<file path="src/rtl/keypad_scan.sv">
// keypad_scan: 4x4 matrix keypad scanner with a per-press debounce.
// Drives one column at a time, debounces each press and each release,
// and emits one registered strobe per accepted key:
//   digits -> din/key_valid, '#' -> confirm, '*' -> cancel.
// Optional build macro KEYPAD_HEX_EN: when defined, keys A..D are also
// reported on din (10..13) with key_valid; otherwise they are tracked
// but produce no strobe.
module keypad_scan #(
    parameter int unsigned SCAN_DIV = 16,
    parameter int unsigned DEBOUNCE = 4
) (
    input  logic       clk,
    input  logic       clr,
    input  logic [3:0] row_in,
    output logic [3:0] col_out,
    output logic [3:0] din,
    output logic       key_valid,
    output logic       confirm,
    output logic       cancel
);

    localparam int unsigned DW = 10;
    localparam int unsigned CW = 4;
    localparam logic [DW-1:0] DWELL_MAX = DW'(SCAN_DIV - 1);
    localparam logic [CW-1:0] DEB_MAX   = CW'(DEBOUNCE);
    localparam logic [3:0]    CODE_STAR = 4'hE;
    localparam logic [3:0]    CODE_HASH = 4'hF;

    typedef enum logic [1:0] {
        ST_SCAN     = 2'd0,
        ST_DEBOUNCE = 2'd1,
        ST_PRESSED  = 2'd2
    } state_t;

    state_t        state, state_n;
    logic [3:0]    row_s1, row_s2;
    logic [DW-1:0] dwell;
    logic          sample;
    logic [CW-1:0] cnt, cnt_n, rcnt, rcnt_n;
    logic [1:0]    col, col_n, lrow, lrow_n;
    logic [3:0]    blocked, blocked_n;
    logic [3:0]    col_out_n, din_n;
    logic          key_valid_n, confirm_n, cancel_n;
    logic          one_low;
    logic [1:0]    low_row;
    logic [3:0]    code;
    logic          advance;

    // Key position {row, col} to code; '*' and '#' use the internal codes E/F.
    function automatic logic [3:0] key_code(input logic [1:0] r, input logic [1:0] c);
        logic [3:0] k;
        case ({r, c})
            4'h0:    k = 4'h1;
            4'h1:    k = 4'h2;
            4'h2:    k = 4'h3;
            4'h3:    k = 4'hA;
            4'h4:    k = 4'h4;
            4'h5:    k = 4'h5;
            4'h6:    k = 4'h6;
            4'h7:    k = 4'hB;
            4'h8:    k = 4'h7;
            4'h9:    k = 4'h8;
            4'hA:    k = 4'h9;
            4'hB:    k = 4'hC;
            4'hC:    k = CODE_STAR;
            4'hD:    k = 4'h0;
            4'hE:    k = CODE_HASH;
            default: k = 4'hD;
        endcase
        return k;
    endfunction

    // Two-flop synchronizer for the asynchronous rows (idle = all high).
    always_ff @(posedge clk or posedge clr) begin
        if (clr) begin
            row_s1 <= 4'hF;
            row_s2 <= 4'hF;
        end else begin
            row_s1 <= row_in;
            row_s2 <= row_s1;
        end
    end

    // Column dwell counter; a sample is taken on its last count.
    always_ff @(posedge clk or posedge clr) begin
        if (clr) dwell <= '0;
        else     dwell <= sample ? '0 : dwell + DW'(1);
    end

    assign sample = (dwell == DWELL_MAX);

    // Exactly-one-row-low detection on the synchronized rows.
    always_comb begin
        one_low = 1'b1;
        low_row = 2'd0;
        case (row_s2)
            4'b1110: low_row = 2'd0;
            4'b1101: low_row = 2'd1;
            4'b1011: low_row = 2'd2;
            4'b0111: low_row = 2'd3;
            default: one_low = 1'b0;
        endcase
    end

    assign code = key_code(lrow, col);

    // Next-state, counters, column and strobe decode.
    // After a release every column is blocked until it is seen with all rows
    // high, so keys held across another key's press are never reported.
    always_comb begin
        state_n     = state;
        cnt_n       = cnt;
        rcnt_n      = rcnt;
        lrow_n      = lrow;
        blocked_n   = blocked;
        advance     = 1'b0;
        din_n       = 4'hF;
        key_valid_n = 1'b0;
        confirm_n   = 1'b0;
        cancel_n    = 1'b0;
        if (sample) begin
            case (state)
                ST_SCAN: begin
                    if (row_s2 == 4'hF) blocked_n[col] = 1'b0;
                    if (one_low && !blocked[col]) begin
                        lrow_n  = low_row;
                        cnt_n   = CW'(1);
                        state_n = ST_DEBOUNCE;
                    end else begin
                        advance = 1'b1;
                    end
                end
                ST_DEBOUNCE: begin
                    if (one_low && (low_row == lrow)) begin
                        cnt_n = (cnt < DEB_MAX) ? cnt + CW'(1) : cnt;
                        if (cnt_n == DEB_MAX) begin
                            state_n = ST_PRESSED;
                            rcnt_n  = '0;
                            if (code == CODE_STAR) begin
                                cancel_n = 1'b1;
                            end else if (code == CODE_HASH) begin
                                confirm_n = 1'b1;
                            end else if (code >= 4'hA) begin
`ifdef KEYPAD_HEX_EN
                                din_n       = code;
                                key_valid_n = 1'b1;
`else
                                din_n       = 4'hF;
`endif
                            end else begin
                                din_n       = code;
                                key_valid_n = 1'b1;
                            end
                        end
                    end else begin
                        state_n = ST_SCAN;
                        cnt_n   = '0;
                        advance = 1'b1;
                    end
                end
                ST_PRESSED: begin
                    if (row_s2[lrow]) begin
                        rcnt_n = (rcnt < DEB_MAX) ? rcnt + CW'(1) : rcnt;
                        if (rcnt_n == DEB_MAX) begin
                            state_n   = ST_SCAN;
                            rcnt_n    = '0;
                            cnt_n     = '0;
                            blocked_n = 4'hF;
                            advance   = 1'b1;
                        end
                    end else begin
                        rcnt_n = '0;
                    end
                end
                default: begin
                    state_n = ST_SCAN;
                    cnt_n   = '0;
                    rcnt_n  = '0;
                end
            endcase
        end
        col_n     = advance ? col + 2'd1 : col;
        col_out_n = ~(4'b0001 << col_n);
    end

    // State, counters and registered outputs.
    always_ff @(posedge clk or posedge clr) begin
        if (clr) begin
            state     <= ST_SCAN;
            cnt       <= '0;
            rcnt      <= '0;
            lrow      <= 2'd0;
            col       <= 2'd0;
            blocked   <= 4'h0;
            col_out   <= 4'b1110;
            din       <= 4'hF;
            key_valid <= 1'b0;
            confirm   <= 1'b0;
            cancel    <= 1'b0;
        end else begin
            state     <= state_n;
            cnt       <= cnt_n;
            rcnt      <= rcnt_n;
            lrow      <= lrow_n;
            col       <= col_n;
            blocked   <= blocked_n;
            col_out   <= col_out_n;
            din       <= din_n;
            key_valid <= key_valid_n;
            confirm   <= confirm_n;
            cancel    <= cancel_n;
        end
    end

endmodule

</file>
<file path="config.mk">
export PLATFORM = sky130hd
export DESIGN_NAME = keypad_scan
export DESIGN_NICKNAME = d
export VERILOG_FILES = /design/src/rtl/keypad_scan.sv
export SDC_FILE = /design/constraint.sdc
export NUM_CORES = 1
export LEC_CHECK = 0
export ABC_AREA = 1
export CORE_MARGIN = 3
export CORE_UTILIZATION = 58
export CTS_BUF_LIST = sky130_fd_sc_hd__clkbuf_16
export DETAILED_ROUTE_END_ITERATION = 8
export PLACE_DENSITY = 0.79
export SLEW_MARGIN = 20
export SYNTH_ARGS = -nofsm -noshare
export SYNTH_HDL_FRONTEND = slang
export SYNTH_SLANG_ARGS = --single-unit
</file>
<file path="constraint.sdc">
create_clock -name clk -period 2.2 [get_ports clk]
set_input_delay 0.44 -clock clk [delete_from_list [all_inputs] [get_ports clk]]
set_output_delay 0.44 -clock clk [all_outputs]
set_load 0.01 [all_outputs]
</file>
==> results of run 1 <==
## routing by layer
layer,share of wire,wire (µm)
met1,0.44,1940
met2,0.50,2250
met3,0.038,168
met4,0.022,99
met5,0,0
## power breakdown
part / internal, mW / switching (mW)
logic: 0.295 / 0.525
clock network: 0.559 / 0.316
registers: 0.999 / 0.0930
total: 1.85 / 0.935
## critical path, cell delays in order (launching register included)
cell and delay (ps):
dfrtp_1 490, inv_2 140, ha_1 340, o21ai_0 80, o21ai_0 300, nor2_1 110
nor2_1 140, nand3_2 90, nand2_1 130, nand2_1 70
## placed cells by master, fill, tap and decap left out, types with 2 or more instances in the layout
cell,count
inv_1,44
a21oi_1,6
nand4_2,2
nor3_1,2
o21ai_0,18
dfrtp_1,32
nand2_2,7
nand2_4,3
nand4_1,3
nor2_1,26
clkbuf_16,7
ha_1,8
nand3_4,2
nand2_1,71
xor2_1,5
nor4_1,2
dfstp_2,15
xnor2_1,2
nand3_1,14
nand3_2,2
inv_2,5
nor2_2,5
o21ai_1,6
nor2_4,2
clkdlybuf4s50_1,16
## flip-flops by register name, summed over array words and instances, names as in the netlist
signal and flops:
blocked 4, cancel 1, cnt 4, col 2
col_out 4, confirm 1, din 4, dwell 10
key_valid 1, lrow 2, rcnt 4, row_s1 4
row_s2 4, state 2
## final timing paths
path	start	end	slack, ps	depth (start not counted)
worst min register to register	row_s1[1]$_DFF_PP1_	row_s2[1]$_DFF_PP1_	360	0
worst max-delay path	col[0]$_DFF_PP0_	din[2]$_DFF_PP1_	240	9
worst min-delay path	row_s1[1]$_DFF_PP1_	row_s2[1]$_DFF_PP1_	360	0
worst max register to register	col[0]$_DFF_PP0_	din[2]$_DFF_PP1_	240	9
min in group asynchronous	clr	state[0]$_DFFE_PP0P_	450	2
max in group asynchronous	clr	col_out[3]$_DFF_PP1_	1200	3
## final cells by class
type,count,area (µm²),area share
Clock buffer,7,175,0.0606
Timing Repair Buffer,17,180,0.0623
Sequential cell,47,1190,0.413
Inverter,49,184,0.0636
Multi-Input combinational cell,196,1090,0.376
Clock inverter,1,7.51,0.00260
Tap cell,50,62.6,0.0216
## cell families after synthesis
| kind of cell | after synthesis |
|---|---|
| fa+ha+maj | 8 |
| flops | 47 |
| simple gates | 145 |
| buf+inv | 52 |
| xor+xnor | 7 |
| compound gates | 36 |
==> impl_metrics.yaml, run 1 <==
grt:
  grt_antenna_before_repair: 0
  grt-ovfl-total: 0
  use_met3: 0.0463
  grt_pass1_wl_um: 8160
  grt_usage: 0.204
  grt_pass1_vias: 1883
  met1_usage: 0.239
  grt_max_degree: 31
  gr-max-usage-layer: "met2"
  use_met2: 0.356
setup_path:
  cp.required_ps: 2410
  endpoint_kind: "flop"
  arrival_ps: 2170
  path_max_fanout: 9
  cp-start-kind: "flop"
  path_class: "reg2reg"
floorplanning:
  die_h_um: 71.6
  initial_core_util: 0.610
  die-area_mm2: 0.00512
  core_area_mm2: 0.00409
  num_rows: 23
  die_w_um: 71.6
  io_pins: 17
drt:
  vias_per_cell: 5.14
  drt-pass1-iter-count: 4
  wl_per_cell_um: 12.1
  drtIter0Drc: 82
  ant_nets: 0
  wl_um: 4460
  vias: 1888
  route.detailed.drc: 0
sta:
  slew_headroom: 0.642
  hold_violations: 0
  fmax_ghz: 0.510
  setup_viol: 0
  fin_worst_skew_ps: 4.38
  whs_ps: 356
  rsz0062_at_grt: "false"
  setup_ws_ps: 240
  period_share: 0.891
  min_period_ps: 1960
  tightest_slew_ps: 535
  tns_ps: 0
  maxSlewViolCount: 0
outcome:
  status: "complete, no violations"
clock_tree:
  post_cts_buffers: 0
  clockBufferDepth: 2
  cts.repair.resized: 0
  cts_tree: "built"
  clk_pin_slew_ps: 60
  htree_levels: 2
  worstSkewPairLatency_ps: 290
  numCtsBuffers: 5
  clockRootBuffer: "clkbuf_16"
  hold_buffers: 0
  cts_sinks: 47
logic_synthesis:
  postSynthCellCount: 295
  synth.cells.most_frequent: "nand2_1, inv_1, dfrtp_1"
  synth_nets: 309
  synthDistinctLibCells: 35
  yosysMostFrequentCell: "nand2_1"
  synthDominantCellAreaShare: 0.321
  ys_ff_latch: 47
  synth.largest_area_cell: "dfrtp_1"
  synthAdderAreaFrac: 0.0402
  synth_area_mm2: 0.00249
  synth.area.mux_share: 0
  synth_top_family_by_area: "simple AND/OR/NAND/NOR gates"
  ys_async_sr_fraction: 1.00
  synth_compound_area_frac: 0.0788
  synth-edff-count: 0
  ys.flop_type: "dfrtp_1"
  synthSimpleGateAreaFrac: 0.292
  ys_seq_area_frac: 0.479
  synth.area.top_cells: "dfrtp_1, dfstp_2, nand2_1, inv_1, ha_1"
  synth_xor_area_frac: 0.0246
  avgSynthCellArea_um2: 8.45
  yosysWarnings: 0
place:
  placed_cell_area_mm2: 0.00271
  portBuffers: 16
  dp_hpwl_um: 3300
  dp_slack_ps: 291
  routabilityCongestion: 0.877
  placedCellCount: 359
pwr:
  p_leak_nw: 1.42
  vdd.ir_drop.worst_v: 0.000538
  power.total_mw: 2.79
  power.density_mw_per_mm2: 964
layout:
  final_area_mm2: 0.00289
  finish.utilization: 0.707
  drive_gt1_frac: 0.174
  fill_cells: 338
  fin_cells: 367
  area_growth_pct: 16.0
  diodes: 0
  nNetsFinal: 330
min_path:
  hold_class: "reg2reg"
flow_run:
  max-cap-violations: 0
Note: power is estimated with default switching activity, not from simulation.
==> run 2: changes to the inputs <==
Settings changed: CORE_MARGIN 3 to 8.
==> run 2 against run 1 <==
Compared with the run above: first-iteration DRC count decreased by 12%; via count down 1.8%; wire length is 1.4% lower; sequential power is essentially flat; utilization is 2.6 points lower; total power shrank 0.22%.
==> impl_metrics.yaml, run 2 (synthesis gave the netlist of run 1 again) <==
outcome:
  status: "complete, no violations"
pwr:
  p_sw_uw: 947
  pwr-share-seq: 0.393
  p_comb_frac: 0.293
  power.density_mw_per_mm2: 965
  swShare: 0.341
  p_leak_nw: 1.42
  vdd.ir_drop.worst_v: 0.000708
  pwr-share-clk: 0.314
  p_int_mw: 1.83
sta:
  fmax_ghz: 0.520
  setup_viol: 0
  hold_violations: 0
  tns_ps: 0
  period_share: 0.875
  rsz0062_at_grt: "false"
  setup_ws_ps: 275
  maxSlewViolCount: 0
  slew_headroom: 0.640
  min_period_ps: 1920
  fin_worst_skew_ps: 7.94
  tightest_slew_ps: 537
setup_path:
  worstPathBufferInverterCount: 1
  path_max_fanout: 9
  cp-start-kind: "flop"
  cp.required_ps: 2420
  crit_family: "simple AND/OR/NAND/NOR gates"
  arrival_ps: 2140
  worstReg2RegStart: "col[0]$_DFF_PP0_"
  cp_slowest_stage_delay_ps: 490
  endpoint_kind: "flop"
  path_class: "reg2reg"
  critical_path.startpoint: "col[0]$_DFF_PP0_"
  crit_chain: "inv_2 -> ha_1 -> o21ai_0 -> o21ai_0 -> nor2_1 -> nor2_1 -> nand3_2 -> nand2_1 -> nand2_1"
  critPathSlowestCell: "dfrtp_1"
grt:
  grt_usage: 0.154
  grt_pass1_wl_um: 7990
  grt-ovfl-total: 0
  grt_max_degree: 30
  grt_pass1_vias: 1836
  grt_antenna_before_repair: 0
drt:
  vias: 1854
  drtIter0Drc: 72
  wl_per_cell_um: 11.9
  vias_per_cell: 5.02
  wl_um: 4400
  drt-pass1-iter-count: 4
  ant_nets: 0
  route.detailed.drc: 0
floorplanning:
  die-area_mm2: 0.00665
  die_w_um: 81.6
  io_pins: 17
  initial_core_util: 0.589
  num_rows: 24
  core_area_mm2: 0.00423
  die_h_um: 81.6
clock_tree:
  cts.repair.resized: 0
  htree_levels: 2
  clockBufferDepth: 2
  cts_tree: "built"
  post_cts_buffers: 0
  worstSkewPairLatency_ps: 290
  clockRootBuffer: "clkbuf_16"
  cts_sinks: 47
  hold_buffers: 0
  clk_pin_slew_ps: 70
  numCtsBuffers: 5
place:
  dp_slack_ps: 260
  portBuffers: 16
  dp_hpwl_um: 3340
  routabilityCongestion: 0.847
layout:
  layout_common_cells: "nand2_1, inv_1, dfrtp_1"
  area_growth_pct: 15.7
  layout_commonest_cell: "nand2_1"
  largest_register_ffs: 10
  drive_gt1_frac: 0.174
  diodes: 0
  registers.top_by_ff_count: "dwell"
  nNetsFinal: 330
min_path:
  min_from: "row_s1[1]$_DFF_PP1_"
  hold_class: "reg2reg"
flow_run:
  max-cap-violations: 0
[run 2: changes by cell type in the layout (fill, tap and decap cells not counted), sizes merged]
cell / before / now
inv: 49 / 50
bufinv: 0 / 1
clkinvlp: 1 / 0
clkbuf: 7 / 5
clkinv: 0 / 1
[run 2: layer usage]
metal,part of all wire,track usage,wire (µm)
met3,0.041,0.0394,179
met2,0.47,0.253,2060
met4,0.022,0.0607,97
met5,0,0,0
met1,0.47,0.190,2060
[run 2: layout make-up]
type | count | area [µm²]
Tap cell | 52 | 65.1
Fill cell | 341 | 1350
Inverter | 49 | 184
Clock inverter | 3 | 47.5
Clock buffer | 5 | 125
Multi-Input combinational cell | 196 | 1090
Timing Repair Buffer | 17 | 180
Sequential cell | 47 | 1190
[run 2: through the flow]
stage | instances | area [µm²] | util | total power [mW] | hold slack (ps)
6_report | 369 | 2880 | 0.681 | 2.78 | 356
5_1_grt | 369 | 2880 | 0.681 | 2.96 | 360
4_1_cts | 369 | 2880 | 0.681 | 2.81 | 359
3_5_place_dp | 361 | 2710 | 0.640 | 1.92 | 349
3_3_place_gp | 361 | 2710 | 0.640 | 1.90 | 346
2_1_floorplan | 295 | 2490 | - | 1.70 | 345
[run 2: path summary, 6_finish.rpt]
path / endpoint / slack (ps) / cells past startpoint
worst max-delay path: din[2]$_DFF_PP1_ / 280 / 9
worst min-delay path: row_s2[1]$_DFF_PP1_ / 360 / 0
worst max register to register: din[2]$_DFF_PP1_ / 280 / 9
worst min register to register: row_s2[1]$_DFF_PP1_ / 360 / 0
max in group asynchronous: col_out[3]$_DFF_PP1_ / 1200 / 3
min in group asynchronous: cancel$_DFF_PP0_ / 450 / 2
[run 2: power groups by stage]
| stage | combinational, mW | clock (mW) | sequential (mW) |
|---|---|---|---|
| finish | 0.816 | 0.872 | 1.09 |
| global route | 0.925 | 0.922 | 1.11 |
| CTS | 0.823 | 0.896 | 1.09 |
| detailed placement | 0.814 | 0 | 1.11 |
| global placement | 0.801 | 0 | 1.10 |
| floorplan | 0.601 | 0 | 1.10 |
